**src/rtl/clock_pkg.sv**
```systemverilog
// Shared definitions for the clock timekeeping core: mode encoding,
// edit-field one-hot codes, BCD limits and the 2-digit BCD step helpers.
package clock_pkg;

  // Time-setting mode sequence, stepped by the mode key
  typedef enum logic [1:0] {
    MODE_RUN     = 2'd0,
    MODE_SET_HR  = 2'd1,
    MODE_SET_MIN = 2'd2,
    MODE_SET_SEC = 2'd3
  } mode_e;

  // One-hot field indication for the display blinker
  localparam logic [2:0] EDIT_RUN = 3'b000;
  localparam logic [2:0] EDIT_HR  = 3'b100;
  localparam logic [2:0] EDIT_MIN = 3'b010;
  localparam logic [2:0] EDIT_SEC = 3'b001;

  // Packed 2-digit BCD limits
  localparam logic [7:0] BCD_ZERO    = 8'h00;
  localparam logic [7:0] BCD_MAX_MS  = 8'h59;
  localparam logic [7:0] BCD_MAX_H24 = 8'h23;
  localparam logic [7:0] BCD_MAX_H12 = 8'h12;
  localparam logic [7:0] BCD_MIN_H12 = 8'h01;

  // Index of each key in the synchroniser bank
  localparam int KEY_MODE = 0;
  localparam int KEY_INC  = 1;
  localparam int NUM_KEYS = 2;

  // Next value of a packed 2-digit BCD count that wraps from max_val to min_val.
  // Anything at or above max_val folds back to min_val, so a corrupted value
  // can never walk into non-BCD codes.
  function automatic logic [7:0] bcd2_next(input logic [7:0] value,
                                           input logic [7:0] min_val,
                                           input logic [7:0] max_val);
    logic [7:0] nxt;
    if (value >= max_val) begin
      nxt = min_val;
    end else if (value[3:0] >= 4'd9) begin
      nxt = {value[7:4] + 4'd1, 4'd0};
    end else begin
      nxt = {value[7:4], value[3:0] + 4'd1};
    end
    return nxt;
  endfunction

  // Edit one-hot code shown while a given mode is active
  function automatic logic [2:0] edit_of(input mode_e mode);
    logic [2:0] code;
    case (mode)
      MODE_RUN:     code = EDIT_RUN;
      MODE_SET_HR:  code = EDIT_HR;
      MODE_SET_MIN: code = EDIT_MIN;
      MODE_SET_SEC: code = EDIT_SEC;
      default:      code = EDIT_RUN;
    endcase
    return code;
  endfunction

endpackage

```
**src/rtl/bcd2_counter.sv**
```systemverilog
// Two-digit packed BCD counter with increment, clear-to-minimum and a
// combinational carry-out that flags the max -> min wrap of this increment.
module bcd2_counter
  import clock_pkg::*;
#(
  parameter logic [7:0] MIN_VAL = 8'h00,
  parameter logic [7:0] MAX_VAL = 8'h59,
  parameter logic [7:0] RST_VAL = 8'h00
) (
  input  logic       clk,
  input  logic       rst,
  input  logic       inc,
  input  logic       clr,
  output logic [7:0] value,
  output logic       wrap
);

  logic [7:0] value_r;

  // Wrap is combinational so the next stage can ripple in the same cycle
  assign wrap  = inc & (value_r >= MAX_VAL);
  assign value = value_r;

  // Count register: clear has priority over increment
  always_ff @(posedge clk or posedge rst) begin
    if (rst) begin
      value_r <= RST_VAL;
    end else if (clr) begin
      value_r <= MIN_VAL;
    end else if (inc) begin
      value_r <= bcd2_next(value_r, MIN_VAL, MAX_VAL);
    end else begin
      value_r <= value_r;
    end
  end

endmodule

```
**src/rtl/clock_time_core.sv**
```systemverilog
// Timekeeping core of the digital clock: BCD hour/minute/second advanced by
// a 1 Hz enable, with a key-driven mode sequencer for setting the time and a
// one-hot edit indication for the display blinker.
module clock_time_core
  import clock_pkg::*;
#(
  parameter bit H24         = 1'b1,
  parameter int SYNC_STAGES = 2
) (
  input  logic       CP,
  input  logic       CR,
  input  logic       tick_1hz,
  input  logic       key_mode,
  input  logic       key_inc,
  output logic [7:0] hour,
  output logic [7:0] minute,
  output logic [7:0] second,
  output logic [2:0] edit,
  output logic       carry_hr
);

  localparam logic [7:0] HOUR_MIN = H24 ? BCD_ZERO    : BCD_MIN_H12;
  localparam logic [7:0] HOUR_MAX = H24 ? BCD_MAX_H24 : BCD_MAX_H12;
  localparam logic [7:0] HOUR_RST = H24 ? BCD_ZERO    : BCD_MAX_H12;

  logic [NUM_KEYS-1:0] key_raw_s;
  logic [NUM_KEYS-1:0] key_pulse_s;
  logic                mode_pulse_s;
  logic                inc_pulse_s;

  mode_e               mode_r;
  logic [2:0]          edit_r;
  logic                carry_hr_r;

  logic                run_s;
  logic                set_hr_s;
  logic                set_min_s;
  logic                set_sec_s;

  logic                sec_inc_s;
  logic                sec_clr_s;
  logic                min_inc_s;
  logic                hour_inc_s;
  logic                sec_wrap_s;
  logic                min_wrap_s;

  logic [7:0]          sec_val_s;
  logic [7:0]          min_val_s;
  logic [7:0]          hour_val_s;

  assign key_raw_s[KEY_MODE] = key_mode;
  assign key_raw_s[KEY_INC]  = key_inc;

  // Each key: metastability chain, then a registered rising-edge pulse
  for (genvar g = 0; g < NUM_KEYS; g++) begin : g_key
    logic [SYNC_STAGES-1:0] sync_r;
    logic                   prev_r;
    logic                   pulse_r;

    // Synchronise the key level and emit one pulse per rising edge
    always_ff @(posedge CP or posedge CR) begin
      if (CR) begin
        sync_r  <= '0;
        prev_r  <= 1'b0;
        pulse_r <= 1'b0;
      end else begin
        sync_r  <= {sync_r[SYNC_STAGES-2:0], key_raw_s[g]};
        prev_r  <= sync_r[SYNC_STAGES-1];
        pulse_r <= sync_r[SYNC_STAGES-1] & ~prev_r;
      end
    end

    assign key_pulse_s[g] = pulse_r;
  end

  assign mode_pulse_s = key_pulse_s[KEY_MODE];
  assign inc_pulse_s  = key_pulse_s[KEY_INC];

  // Decode the current mode into per-field qualifiers
  always_comb begin
    run_s     = 1'b0;
    set_hr_s  = 1'b0;
    set_min_s = 1'b0;
    set_sec_s = 1'b0;
    case (mode_r)
      MODE_RUN:     run_s     = 1'b1;
      MODE_SET_HR:  set_hr_s  = 1'b1;
      MODE_SET_MIN: set_min_s = 1'b1;
      MODE_SET_SEC: set_sec_s = 1'b1;
      default:      run_s     = 1'b1;
    endcase
  end

  // Counter enables: ticks ripple through all fields in RUN, while an inc
  // pulse in a SET mode touches only the selected field and never carries
  always_comb begin
    sec_inc_s  = run_s & tick_1hz;
    sec_clr_s  = set_sec_s & inc_pulse_s;
    min_inc_s  = sec_wrap_s | (set_min_s & inc_pulse_s);
    hour_inc_s = (run_s & min_wrap_s) | (set_hr_s & inc_pulse_s);
  end

  bcd2_counter #(
    .MIN_VAL (BCD_ZERO),
    .MAX_VAL (BCD_MAX_MS),
    .RST_VAL (BCD_ZERO)
  ) u_sec (
    .clk   (CP),
    .rst   (CR),
    .inc   (sec_inc_s),
    .clr   (sec_clr_s),
    .value (sec_val_s),
    .wrap  (sec_wrap_s)
  );

  bcd2_counter #(
    .MIN_VAL (BCD_ZERO),
    .MAX_VAL (BCD_MAX_MS),
    .RST_VAL (BCD_ZERO)
  ) u_min (
    .clk   (CP),
    .rst   (CR),
    .inc   (min_inc_s),
    .clr   (1'b0),
    .value (min_val_s),
    .wrap  (min_wrap_s)
  );

  bcd2_counter #(
    .MIN_VAL (HOUR_MIN),
    .MAX_VAL (HOUR_MAX),
    .RST_VAL (HOUR_RST)
  ) u_hour (
    .clk   (CP),
    .rst   (CR),
    .inc   (hour_inc_s),
    .clr   (1'b0),
    .value (hour_val_s),
    .wrap  ()
  );

  // Mode sequencer: inc for this cycle has already been routed by the old
  // mode, so a simultaneous mode pulse steps after the field update
  always_ff @(posedge CP or posedge CR) begin
    if (CR) begin
      mode_r <= MODE_RUN;
      edit_r <= EDIT_RUN;
    end else begin
      case (mode_r)
        MODE_RUN: begin
          if (mode_pulse_s) begin
            mode_r <= MODE_SET_HR;
            edit_r <= EDIT_HR;
          end else begin
            mode_r <= MODE_RUN;
            edit_r <= EDIT_RUN;
          end
        end
        MODE_SET_HR: begin
          if (mode_pulse_s) begin
            mode_r <= MODE_SET_MIN;
            edit_r <= EDIT_MIN;
          end else begin
            mode_r <= MODE_SET_HR;
            edit_r <= EDIT_HR;
          end
        end
        MODE_SET_MIN: begin
          if (mode_pulse_s) begin
            mode_r <= MODE_SET_SEC;
            edit_r <= EDIT_SEC;
          end else begin
            mode_r <= MODE_SET_MIN;
            edit_r <= EDIT_MIN;
          end
        end
        MODE_SET_SEC: begin
          if (mode_pulse_s) begin
            mode_r <= MODE_RUN;
            edit_r <= EDIT_RUN;
          end else begin
            mode_r <= MODE_SET_SEC;
            edit_r <= EDIT_SEC;
          end
        end
        default: begin
          mode_r <= MODE_RUN;
          edit_r <= edit_of(MODE_RUN);
        end
      endcase
    end
  end

  // Hour carry flag, high in the same cycle the wrapped time becomes visible
  always_ff @(posedge CP or posedge CR) begin
    if (CR) begin
      carry_hr_r <= 1'b0;
    end else begin
      carry_hr_r <= run_s & min_wrap_s;
    end
  end

  assign hour     = hour_val_s;
  assign minute   = min_val_s;
  assign second   = sec_val_s;
  assign edit     = edit_r;
  assign carry_hr = carry_hr_r;

endmodule
```
**config.mk**
```make
export PLATFORM = sky130hd
export DESIGN_NAME = clock_time_core
export DESIGN_NICKNAME = d
export VERILOG_FILES = /design/src/rtl/clock_pkg.sv /design/src/rtl/bcd2_counter.sv /design/src/rtl/clock_time_core.sv
export SDC_FILE = /design/constraint.sdc
export NUM_CORES = 1
export LEC_CHECK = 0
export CAP_MARGIN = 30
export CORE_ASPECT_RATIO = 0.5
export CORE_MARGIN = 8
export CORE_UTILIZATION = 40
export DETAILED_ROUTE_END_ITERATION = 12
export GPL_TIMING_DRIVEN = 0
export PLACE_DENSITY = 0.66
export SETUP_SLACK_MARGIN = 0.5
export SLEW_MARGIN = 15
export SYNTH_ARGS = -nofsm -noshare
export SYNTH_HDL_FRONTEND = slang
export SYNTH_SLANG_ARGS = --single-unit
```
**constraint.sdc**
```tcl
create_clock -name CP -period 1.9 [get_ports CP]
set_input_delay 0.57 -clock CP [delete_from_list [all_inputs] [get_ports CP]]
set_output_delay 0.57 -clock CP [all_outputs]
set_load 0.05 [all_outputs]
```
==> metrics.txt <==
# TYPE chip_impl_metric gauge
chip_impl_metric{name="yosysTopAreaCellShare",unit="%"} 50.67
chip_impl_metric{name="cp_data_arrival_time",unit="ps"} 2100
chip_impl_metric{name="floorplan.initialDensity",unit="%"} 42.22
chip_impl_metric{name="timing.reg2reg.worst_path_depth",unit=""} 8
chip_impl_metric{name="route.vias.total",unit=""} 1539
chip_impl_metric{name="period_share",unit="%"} 101.2
chip_impl_metric{name="die_x",unit="µm"} 112.9
chip_impl_metric{name="design.die.area",unit="µm²"} 7273
chip_impl_metric{name="syn-instance-count",unit=""} 165
chip_impl_metric{name="io_pins",unit=""} 33
chip_impl_metric{name="clk_latency_worst_skew_pair",unit="ps"} 290
chip_impl_info{name="cp-startpoint",value="u_min.value[1]"} 1
chip_impl_metric{name="final_net_count",unit=""} 251
chip_impl_info{name="final_common_cell",value="buf_6"} 1
chip_impl_info{name="mostFrequentLayoutCells",value="25 x buf_6, 20 x dfrtp_1, 18 x dfrtp_2, 17 x buf_4, 12 x buf_8"} 1
chip_impl_metric{name="number_of_global_route_vias_before_repair",unit=""} 1511
chip_impl_metric{name="whs",unit="ps"} 352.9
chip_impl_metric{name="layout-area-overhead-vs-synth",unit="%"} 59.00
chip_impl_metric{name="drc",unit=""} 0
chip_impl_metric{name="post-route-cell-area",unit="µm²"} 2984
chip_impl_metric{name="vias_per_cell",unit=""} 5.325
chip_impl_info{name="path_class",value="flop to flop"} 1
chip_impl_info{name="crit-reg2reg-launch",value="u_min.value[1]"} 1
chip_impl_metric{name="synth.yosys.seq_area_share",unit="%"} 50.67
chip_impl_info{name="outcome",value="finished, violations left"} 1
chip_impl_metric{name="finish.utilization",unit="%"} 67.13
chip_impl_metric{name="fin_ws",unit="ps"} -22.96
chip_impl_metric{name="clock_sink_count",unit=""} 38
chip_impl_metric{name="yosysWarnings",unit=""} 0
chip_impl_metric{name="place_hpwl",unit="mm"} 2.757
chip_impl_metric{name="gr-usage-all-layers",unit="%"} 12.25
chip_impl_metric{name="globalRouteOverflowTotal",unit=""} 0
chip_impl_metric{name="syn_avg_cell_area",unit="µm²"} 11.37
chip_impl_metric{name="ys_types",unit=""} 46
chip_impl_metric{name="grt_pass1_wl",unit="mm"} 7.258
chip_impl_metric{name="cts_hold_repair.buffers",unit=""} 0
chip_impl_metric{name="cts_buffers",unit=""} 5
chip_impl_metric{name="fin_worst_skew",unit="ps"} 7.368
chip_impl_metric{name="gp_routability_congestion",unit=""} 0.7677
chip_impl_metric{name="placed_cell_area",unit="µm²"} 2365
chip_impl_info{name="tritoncts",value="built"} 1
chip_impl_info{name="rsz0062_at_grt",value="true"} 1
chip_impl_metric{name="die_h",unit="µm"} 64.44
chip_impl_info{name="hold_path_start",value="g_key[1].sync_r[0]"} 1
chip_impl_metric{name="static-leakage-power",unit="nW"} 1.332
chip_impl_metric{name="syn_nets",unit=""} 185
chip_impl_metric{name="power_density",unit="nW/µm²"} 1314
chip_impl_metric{name="fin_cells",unit=""} 289
chip_impl_metric{name="core.rowCount",unit=""} 17
chip_impl_metric{name="cts_max_path_buffers",unit=""} 2
chip_impl_metric{name="required",unit="ps"} 2080
chip_impl_metric{name="grt_start_max_net_pins",unit=""} 39
chip_impl_metric{name="clock.fmax",unit="MHz"} 520.0
chip_impl_metric{name="dp_cells",unit=""} 254
chip_impl_metric{name="post_drt_wl_per_cell",unit="µm"} 15.88
chip_impl_metric{name="finalHoldViolations",unit=""} 0
chip_impl_metric{name="proportion_of_layout_cells_with_a_drive_suffix_above_1",unit="%"} 56.47
chip_impl_metric{name="timing_max_transition_violations_final",unit=""} 0
chip_impl_metric{name="routed_wl",unit="mm"} 4.589
chip_impl_info{name="synth_largest_area_cell",value="dfrtp_1"} 1
chip_impl_metric{name="cts_clk_pin_slew_worst_paths",unit="ps"} 80
chip_impl_metric{name="synth-seq-cells",unit=""} 38
chip_impl_metric{name="core_region_area",unit="µm²"} 4446
chip_impl_metric{name="synthArstFlopShare",unit="%"} 100.0
chip_impl_metric{name="worst_path_fanout_max",unit=""} 5
chip_impl_metric{name="total_negative_setup_slack",unit="ps"} -26.15
chip_impl_info{name="worst_setup_path_start_kind",value="flop"} 1
chip_impl_info{name="timing.hold.worst.class",value="flop to flop"} 1
chip_impl_info{name="ys_dominant_reg_cell",value="dfrtp_1"} 1
chip_impl_metric{name="setup_violations",unit=""} 2
chip_impl_metric{name="power.ir.vdd_worst",unit="µV"} 978.8
chip_impl_metric{name="tightest_slew",unit="ps"} 529.7
chip_impl_metric{name="post-route-min-period",unit="ps"} 1923
chip_impl_metric{name="synth-edff-count",unit=""} 0
chip_impl_metric{name="maxCapViolations",unit=""} 0
chip_impl_metric{name="hold-path-cell-count",unit=""} 0
chip_impl_metric{name="worst-r2r-setup-slack",unit="ps"} -20
chip_impl_metric{name="htreeDepth",unit=""} 2
chip_impl_info{name="post_synth_main_area_contributors",value="dfrtp_1 51%, ha_1 10%, o21ai_0 3.5%"} 1
chip_impl_metric{name="syn-cell-area",unit="µm²"} 1877
chip_impl_info{name="violations",value="setup timing"} 1
chip_impl_metric{name="antenna_violating_nets_post_route",unit=""} 0
chip_impl_info{name="cp-end-kind",value="flop"} 1
chip_impl_metric{name="first_pass_iters",unit=""} 4
chip_impl_metric{name="antenna_found_initial",unit=""} 0
chip_impl_metric{name="maxSlewHeadroom",unit="%"} 64.69
chip_impl_metric{name="portBuffers",unit=""} 32
chip_impl_metric{name="diodes",unit=""} 0
chip_impl_info{name="cts_root_buffer",value="clkbuf_8"} 1
chip_impl_metric{name="drt_iter0_drcs",unit=""} 86
[cells in the mapped netlist (2+ instances only)]
cell,number
dfrtp_1,38
ha_1,15
inv_1,13
o21ai_0,13
nand3_1,8
nor2_1,8
nand2_1,5
a41oi_1,4
nor2b_1,4
a21oi_1,3
and2_1,3
mux2i_1,3
nand2b_1,3
o2bb2ai_1,3
a211oi_2,2
a21o_1,2
a41o_1,2
and2b_1,2
and3_1,2
nor3_1,2
nor3b_1,2
o21a_1,2
o22ai_1,2
or3b_1,2
[power by group]
part           internal, W  switching (W)
combinational     0.000935        0.00109
clock             0.000386       0.000288
sequential        0.000981       0.000236
total              0.00230        0.00162
[state kept, by name (all words and copies together) (netlist names)]
| name | count |
|---|---|
| u_hour.value | 8 |
| u_min.value | 8 |
| u_sec.value | 8 |
| g_key.sync_r | 4 |
| edit | 3 |
| g_key.prev_r | 2 |
| g_key.pulse_r | 2 |
| mode_r | 2 |
| carry_hr | 1 |
[layout make-up]
cell class / count / area (µm²)
Fill cell: 324 / 1461
Timing Repair inverter: 1 / 7.507
Multi-Input combinational cell: 112 / 1115
Clock buffer: 5 / 68.82
Inverter: 13 / 55.05
Clock inverter: 3 / 40.04
Tap cell: 57 / 71.32
Timing Repair Buffer: 58 / 630.6
Sequential cell: 38 / 973.4
Buffer: 2 / 22.52
[layer usage]
layer | wire length [µm] | GRT usage, %
met1 | 2052 | 14.60
met2 | 2272 | 20.36
met3 | 219 | 4.340
met4 | 44 | 4.441
met5 | 0 | 0
[worst paths after layout]
check / endpoint
max: u_hour.value[2]
min: g_key[1].sync_r[1]
max reg2reg: u_hour.value[2]
min reg2reg: g_key[1].sync_r[1]
max in group asynchronous: u_min.value[4]
min in group asynchronous: u_hour.value[4]
[metrics by stage]
| stage | total power (W) | worst slack [ps] |
|---|---|---|
| floorplan | 0.002113 | -107.4 |
| global placement | 0.002495 | -467.2 |
| detailed placement | 0.002518 | -462.8 |
| CTS | 0.003484 | 0.9295 |
| global route | 0.004127 | -132.1 |
| finish | 0.003920 | -22.96 |
[cell families (layout without fill, tap and decap cells)]
kind of cell | Yosys count | in the layout | share of synthesized area [%]
xor+xnor | 2 | 2 | 0.9335
flops | 38 | 38 | 50.67
buf+inv | 15 | 82 | 3.467
fa+ha+maj | 15 | 15 | 10.00
simple gates | 50 | 50 | 16.67
compound gates | 42 | 42 | 16.67
mux | 3 | 3 | 1.600
[critical path, cell delays in order, from the launching register on]
cell,delay (ps)
dfrtp_2,410
inv_2,90
ha_1,210
nor3b_4,60
o211a_1,250
a2111oi_4,350
buf_6,190
a21oi_2,50
a41o_1,190
[timing repair]
action,CTS,global route
setup buffers,15,9
pin swaps,14,11
resized for setup,214,59
gates cloned,2,1
endpoints found under the setup margin,53,64
Note: power is estimated with default switching activity, not from simulation.
